### src/rtl/acc_rr_scheduler.sv
// Round-robin scheduler that time-shares one external accumulator among N_REQ
// streaming requesters and returns each burst sum tagged with its requester id.
module acc_rr_scheduler #(
    parameter int N_REQ   = 4,
    parameter int D_W     = 32,
    parameter int D_W_ACC = 32,
    parameter int LEN_W   = 8,
    parameter int ID_W    = $clog2(N_REQ)
) (
    input  logic                   clk,
    input  logic                   rst,
    input  logic [LEN_W-1:0]       cfg_len,
    input  logic [N_REQ-1:0]       req_valid,
    input  logic [N_REQ*D_W-1:0]   req_data,
    output logic [N_REQ-1:0]       req_ready,
    output logic                   acc_initialize,
    output logic [D_W-1:0]         acc_in_data,
    input  logic [D_W_ACC-1:0]     acc_result,
    output logic                   res_valid,
    input  logic                   res_ready,
    output logic [D_W_ACC-1:0]     res_data,
    output logic [ID_W-1:0]        res_id,
    output logic                   busy
);

    typedef enum logic [1:0] {
        IDLE  = 2'd0,
        BURST = 2'd1,
        DONE  = 2'd2
    } state_t;

    state_t           state_q, state_d;
    logic [ID_W-1:0]  gnt_id_q, gnt_id_d;
    logic [ID_W-1:0]  rr_ptr_q, rr_ptr_d;
    logic [LEN_W-1:0] len_q, len_d;
    logic [LEN_W-1:0] beat_cnt_q, beat_cnt_d;

    logic             arb_found;
    logic [ID_W-1:0]  arb_id;
    logic [ID_W-1:0]  arb_id_inc;
    logic             sel_valid;
    logic [D_W-1:0]   sel_data;

    // Search upward from rr_ptr, wrapping at N_REQ; first valid requester wins.
    always_comb begin
        logic [ID_W:0] cand;
        logic [ID_W:0] inc;
        arb_found  = 1'b0;
        arb_id     = '0;
        cand       = '0;
        for (int k = 0; k < N_REQ; k++) begin
            cand = {1'b0, rr_ptr_q} + (ID_W+1)'(k);
            if (cand >= (ID_W+1)'(N_REQ)) begin
                cand = cand - (ID_W+1)'(N_REQ);
            end
            if (!arb_found && req_valid[cand[ID_W-1:0]]) begin
                arb_found = 1'b1;
                arb_id    = cand[ID_W-1:0];
            end
        end
        inc = {1'b0, arb_id} + (ID_W+1)'(1);
        if (inc == (ID_W+1)'(N_REQ)) begin
            inc = '0;
        end
        arb_id_inc = inc[ID_W-1:0];
    end

    // Mux the granted requester's handshake and sample.
    always_comb begin
        sel_valid = 1'b0;
        sel_data  = '0;
        for (int i = 0; i < N_REQ; i++) begin
            if (gnt_id_q == ID_W'(i)) begin
                sel_valid = req_valid[i];
                sel_data  = req_data[i*D_W +: D_W];
            end
        end
    end

    always_comb begin
        state_d        = state_q;
        gnt_id_d       = gnt_id_q;
        rr_ptr_d       = rr_ptr_q;
        len_d          = len_q;
        beat_cnt_d     = beat_cnt_q;
        req_ready      = '0;
        acc_initialize = 1'b0;
        acc_in_data    = '0;
        res_valid      = 1'b0;
        res_data       = '0;
        res_id         = '0;
        busy           = (state_q != IDLE);

        case (state_q)
            IDLE: begin
                if (arb_found) begin
                    gnt_id_d   = arb_id;
                    rr_ptr_d   = arb_id_inc;
                    len_d      = (cfg_len == '0) ? LEN_W'(1) : cfg_len;
                    beat_cnt_d = '0;
                    state_d    = BURST;
                end
            end
            BURST: begin
                req_ready[gnt_id_q] = 1'b1;
                // Bubbles leave in_data/initialize at 0 so the accumulator holds.
                if (sel_valid) begin
                    acc_in_data    = sel_data;
                    acc_initialize = (beat_cnt_q == '0);
                    beat_cnt_d     = beat_cnt_q + LEN_W'(1);
                    if (beat_cnt_q == len_q - LEN_W'(1)) begin
                        state_d = DONE;
                    end
                end
            end
            DONE: begin
                res_valid = 1'b1;
                res_data  = acc_result;
                res_id    = gnt_id_q;
                if (res_ready) begin
                    state_d = IDLE;
                end
            end
            default: begin
                state_d = IDLE;
            end
        endcase
    end

    // NOTE: non-blocking assignments so every flop samples its peers' pre-edge values.
    always_ff @(posedge clk) begin
        if (rst) begin
            state_q    <= IDLE;
            gnt_id_q   <= '0;
            rr_ptr_q   <= '0;
            len_q      <= '0;
            beat_cnt_q <= '0;
        end else begin
            state_q    <= state_d;
            gnt_id_q   <= gnt_id_d;
            rr_ptr_q   <= rr_ptr_d;
            len_q      <= len_d;
            beat_cnt_q <= beat_cnt_d;
        end
    end

endmodule

### config.mk
export PLATFORM = sky130hd
export DESIGN_NAME = acc_rr_scheduler
export DESIGN_NICKNAME = d
export VERILOG_FILES = /design/src/rtl/acc_rr_scheduler.sv
export SDC_FILE = /design/constraint.sdc
export NUM_CORES = 1
export LEC_CHECK = 0
export CAP_MARGIN = 10
export CORE_MARGIN = 4
export CORE_UTILIZATION = 28
export DETAILED_ROUTE_END_ITERATION = 8
export GPL_ROUTABILITY_DRIVEN = 1
export HOLD_SLACK_MARGIN = 0.15
export PLACE_DENSITY_LB_ADDON = 0.12
export SETUP_SLACK_MARGIN = 0.5
export SYNTH_ARGS = -nofsm -noshare
export SYNTH_HDL_FRONTEND = slang
export SYNTH_SLANG_ARGS = --single-unit
### constraint.sdc
create_clock -name clk -period 1.6 [get_ports clk]
set_input_delay 0.16 -clock clk [delete_from_list [all_inputs] [get_ports clk]]
set_output_delay 0.16 -clock clk [all_outputs]
set_load 0.05 [all_outputs]
== Word level (Yosys, flattened, before mapping) ==
Index checks and enable logic that the tools add are counted.
W data, S select, Z words.

* Register bits: 22
* Input port bits: 175
* Output and inout port bits: 73
* Word-level logic and storage cells: 100

* Add/sub/neg operators: 10
* $lt $le $gt $ge: 10
* Equality and inequality tests: 11
* Multiplexer cells: 48
* Reductions and logical operators: 16

{| class="wikitable"
|+ Operators by type and width
! cell !! number
|-
| $mux W32 || 7
|-
| $mux W2 || 14
|-
| $mux W8 || 3
|-
| $logic_not A8 Y1 || 2
|-
| $mux W1 || 16
|-
| $pmux W8 S2 || 1
|-
| $lt A2 B3 Y1 const B || 5
|-
| $ge A3 B3 Y1 const B || 3
|-
| $add A8 B1 Y8 const B || 1
|-
| $bmux W1 S2 || 4
|-
| $eq A8 B8 Y1 || 1
|-
| $ne A2 B2 Y1 const B || 4
|-
| $sub A2 B1 Y2 const B || 4
|-
| $sub A8 B1 Y8 const B || 1
|-
| $add A2 B1 Y3 const B || 2
|-
| $add A2 B2 Y3 const B || 2
|-
| $eq A2 B2 Y1 const B || 3
|-
| $pmux W2 S3 || 1
|-
| $eq A2 B1 Y1 const B || 2
|-
| $logic_and A1 B1 Y1 || 4
|-
| $logic_not A2 Y1 || 2
|-
| $mux W4 || 1
|-
| $reduce_and A4 Y1 || 1
|-
| $reduce_bool A2 Y1 || 2
|-
| other kinds (7) || 9
|}

== Logic depth before layout (Yosys ltp) ==
* Depth after elaboration: 17
* Gate-level depth with buffers: 8
* Mapped depth without buffers: 7

== Least setup slack after synthesis ==
No wires, ideal clock.

* Path kind: reg-to-output
* Start: register gnt_id_q[0]
* End: output port acc_in_data[30]
* Data arrival time: 2.161 ns
* Data required time: 1.440 ns
* Path slack: -0.721 ns
* Cell stages (with the launch flop): 7
* Buffers on the path: 2
* Cell sequence: dfxtp_1 buf_2 buf_2 mux2i_1 nor2_1 a31oi_1 o21ai_0

* Cells in the longest elaborated chain, start to end: 7

{| class="wikitable"
|+ Ends and longest elaborated chain
! what !! line !! source
|-
| start: declaration || 33 || <nowiki>logic [ID_W-1:0] gnt_id_q, gnt_id_d;</nowiki>
|-
| start signal: assignment || 140 || <nowiki>gnt_id_q <= gnt_id_d;</nowiki>
|-
| $logic_not A2 Y1 || 73 || <nowiki>if (gnt_id_q == ID_W'(i)) begin</nowiki>
|-
| $mux W32 / $mux W1 (equally long branches) (4 in a row) || 73 ||
|-
| $mux W32 (*) || 107 || <nowiki>if (sel_valid) begin</nowiki>
|-
| $mux W32 (*) || 94 || <nowiki>case (state_q)</nowiki>
|-
| end: declaration || 17 || <nowiki>output logic [D_W-1:0] acc_in_data,</nowiki>
|}

Every way passes the cells marked *; elsewhere a longest branch is shown, timed or not.

== Worst setup path in the final report ==
* Start: register gnt_id_q[0]
* End: output port acc_initialize

* Cells in the longest elaborated chain, start to end: 7

{| class="wikitable"
|+ Ends and longest elaborated chain
! what !! line !! source
|-
| $logic_not A2 Y1 || 73 ||
|-
| $mux W1 (3 in a row) || 73 ||
|-
| $mux W1 (*) || 73 ||
|-
| $mux W1 (*) || 107 ||
|-
| $mux W1 (*) || 94 ||
|-
| end: declaration || 16 || <nowiki>output logic acc_initialize,</nowiki>
|}

Marked as above.

==> impl_metrics.py <==
metrics = {
    "sta": {
        "report.final.slew_viol_count": 0,
        "fin_crit_sh_pct": 125,
        "fin_crit_ns": 2.00,
        "slew_headroom_pct": 78.0,
        "setup_ws_ns": -0.395,
        "tightest_slew_ns": 0.328,
        "hold_viol_final": 0,
        "grt_setup_unrepaired": "yes",
        "max_clock_freq_mhz": 501,
        "finClkSkew_ns": 0.00601,
        "setup_viol": 56,
    },
    "global_route": {
        "grt_pass1_wl_um": 22500,
        "grt_pass1_vias": 3680,
        "grt.overflow.total": 0,
        "track_usage_pct": 26.4,
        "antenna_found_initial": 0,
        "grt_start_max_net_pins": 21,
    },
    "detailed_routing": {
        "wl_um": 15800,
        "route.detailed.drc": 0,
        "vias": 3696,
        "initialDrtViolationCount": 187,
        "vias_per_cell": 5.35,
        "firstDrtPassIters": 4,
        "wl_per_cell_um": 22.9,
        "drtAntennaViolNets": 0,
    },
    "critical_path": {
        "reg2reg_slack_ns": -0.11,
        "cp_data_required_time_ns": 1.44,
        "startpoint_type": "flip-flop",
        "setup.worst_path.class": "reg -> out",
        "cp-end-kind": "output pin",
        "worstPathMaxFanout": 11,
        "cp_data_arrival_time_ns": 1.84,
    },
    "outcome": {
        "violations": "negative setup slack",
        "status": "finished, violations left",
    },
    "layout": {
        "antenna_cells": 0,
        "layout-drive-gt1-share_pct": 52.8,
        "fin_nets": 763,
        "final_area_mm2": 0.00721,
        "fillers": 506,
        "final_cell_mix": "clkdlybuf4s50_1, buf_12, and2_4, buf_4",
        "layout_commonest_cell": "clkdlybuf4s50_1",
        "area_growth_pct": 181,
    },
    "run": {
        "maxCapViolations": 0,
    },
    "clock_tree": {
        "clkLatencyLatePin_ns": 0.27,
        "cts_root_buf": "clkbuf_8",
        "max-clock-path-buffers": 2,
        "htreeDepth": 1,
        "cts_buffers": 3,
        "clk_pin_slew_ns": 0.08,
        "cts_tree": "yes",
        "cts_hold_buf": 0,
        "clock-sinks": 22,
    },
    "placed_design": {
        "numPortBuffers": 247,
        "placed_cell_area_mm2": 0.00640,
        "dp_slack_ns": -0.323,
        "hpwl_um": 11800,
        "place.gp.congestion": 0.869,
    },
    "die": {
        "die_w_um": 104,
        "initial_core_util_pct": 29.1,
        "fp.dieArea_mm2": 0.0108,
        "ios": 248,
        "fp.dieH_um": 104,
        "core.rowCount": 34,
        "fp.coreArea_mm2": 0.00881,
    },
    "power": {
        "powerDensity_mw_per_mm2": 451,
        "ir_drop_uv": 479,
        "leakage_nw": 2.77,
    },
    "logic_synthesis": {
        "ys_seq_elements": 22,
        "ys_warn_count": 0,
        "synth-edff-count": 0,
        "synth_cell_types": 43,
        "avgSynthCellArea_um2": 8.87,
        "netlist_area_mm2": 0.00256,
        "synthCells": 289,
        "synth-main-ff-cell": "dfxtp_1",
        "syn_nets": 468,
        "ys_seq_area_share_pct": 17.2,
        "ys_async_sr_fraction_pct": 0,
    },
    "hold_path": {
        "hp-class": "in -> reg",
    },
}
==> metal layers <==
layer | wire length (µm) | global-route usage [%] | vias up
met2 | 8510 | 50.0 | 170
met3 | 1260 | 7.52 | 45
met4 | 626 | 8.64 | 0
met5 | 0 | 0 | -
met1 | 5440 | 28.1 | 1812
li1 | - | - | 1669
==> final cells by class <==
type | instances | area, µm² | area share [%]
inverter | 10 | 47.5 | 0.659
timing repair buffer | 315 | 3990 | 55.4
sequential | 22 | 470 | 6.52
multi-input combinational | 232 | 2510 | 34.8
clock buffer | 4 | 55.1 | 0.763
tap | 108 | 135 | 1.87
==> metrics by stage <==
| stage | util, % | instances | hold WS [ns] | setup TNS, ns | power [mW] |
|---|---|---|---|---|---|
| 3_3_place_gp | 72.7 | 653 | 0.460 | -10.04 | 2.52 |
| 3_5_place_dp | 72.7 | 653 | 0.476 | -11.13 | 2.55 |
| 5_1_grt | 81.9 | 691 | 0.329 | -16.21 | 3.38 |
| 2_1_floorplan | - | 289 | 0.231 | 0 | 1.61 |
| 4_1_cts | 78.6 | 677 | 0.324 | -12.25 | 3.12 |
| 6_report | 81.9 | 691 | 0.327 | -12.94 | 3.25 |
==> cell usage after synthesis (all sizes together) (4+ instances only) <==
cell,count,area (µm²)
ha,4,50.1
mux4,32,721
dfxtp,22,440
xor2,7,61.3
clkbuf,13,48.8
nand3,6,30.0
nor3,15,85.1
nand2,29,109
inv,10,37.5
a21oi,20,100
xnor2,10,87.6
buf,12,62.6
and2,35,219
and3,34,213
nor2b,4,25.0
==> path summary, 6_finish.rpt <==
kind | start | to | cells after the start
worst min-delay path | cfg_len[6] | len_q[6]$_SDFFE_PP0P_ | 3
worst max-delay path | gnt_id_q[0]$_SDFFE_PP0P_ | acc_initialize | 5
worst max register to register | gnt_id_q[0]$_SDFFE_PP0P_ | beat_cnt_q[5]$_SDFFE_PP0P_ | 7
worst min register to register | len_q[7]$_SDFFE_PP0P_ | len_q[7]$_SDFFE_PP0P_ | 2
==> state kept, by name (all words and copies together), names as in the netlist <==
signal / count
rr_ptr_q: 2
beat_cnt_q: 8
gnt_id_q: 2
len_q: 8
state_q: 2
==> timing repair <==
item,CTS,global route
pin swaps,55,41
endpoints found under the hold margin,0,0
setup endpoints to repair,95,95
gates cloned,3,4
gates resized for setup,84,27
buffers inserted,17,10
==> where the power goes <==
group / switching, mW / internal (mW)
Combinational: 0.923 / 1.29
Sequential: 0.0534 / 0.582
Clock: 0.182 / 0.220
==> critical path, stage by stage (launching register included) <==
cell and delay (ns):
dfxtp_4 0.38, mux4_2 0.55, buf_8 0.17, and2_4 0.16, and3_4 0.16, buf_12 0.14
==> cell families (layout without fill, tap and decap cells) <==
group           after synthesis  after routing  synth area share [%]
fa+ha+maj                     4              4                  1.95
compound gates               37             37                  9.22
mux                          33             33                  28.5
xor+xnor                     17             17                  5.81
buf+inv                      35            329                  5.81
flops                        22             22                  17.2
simple gates                141            141                  31.5
Power figures use the tool's default switching activity.
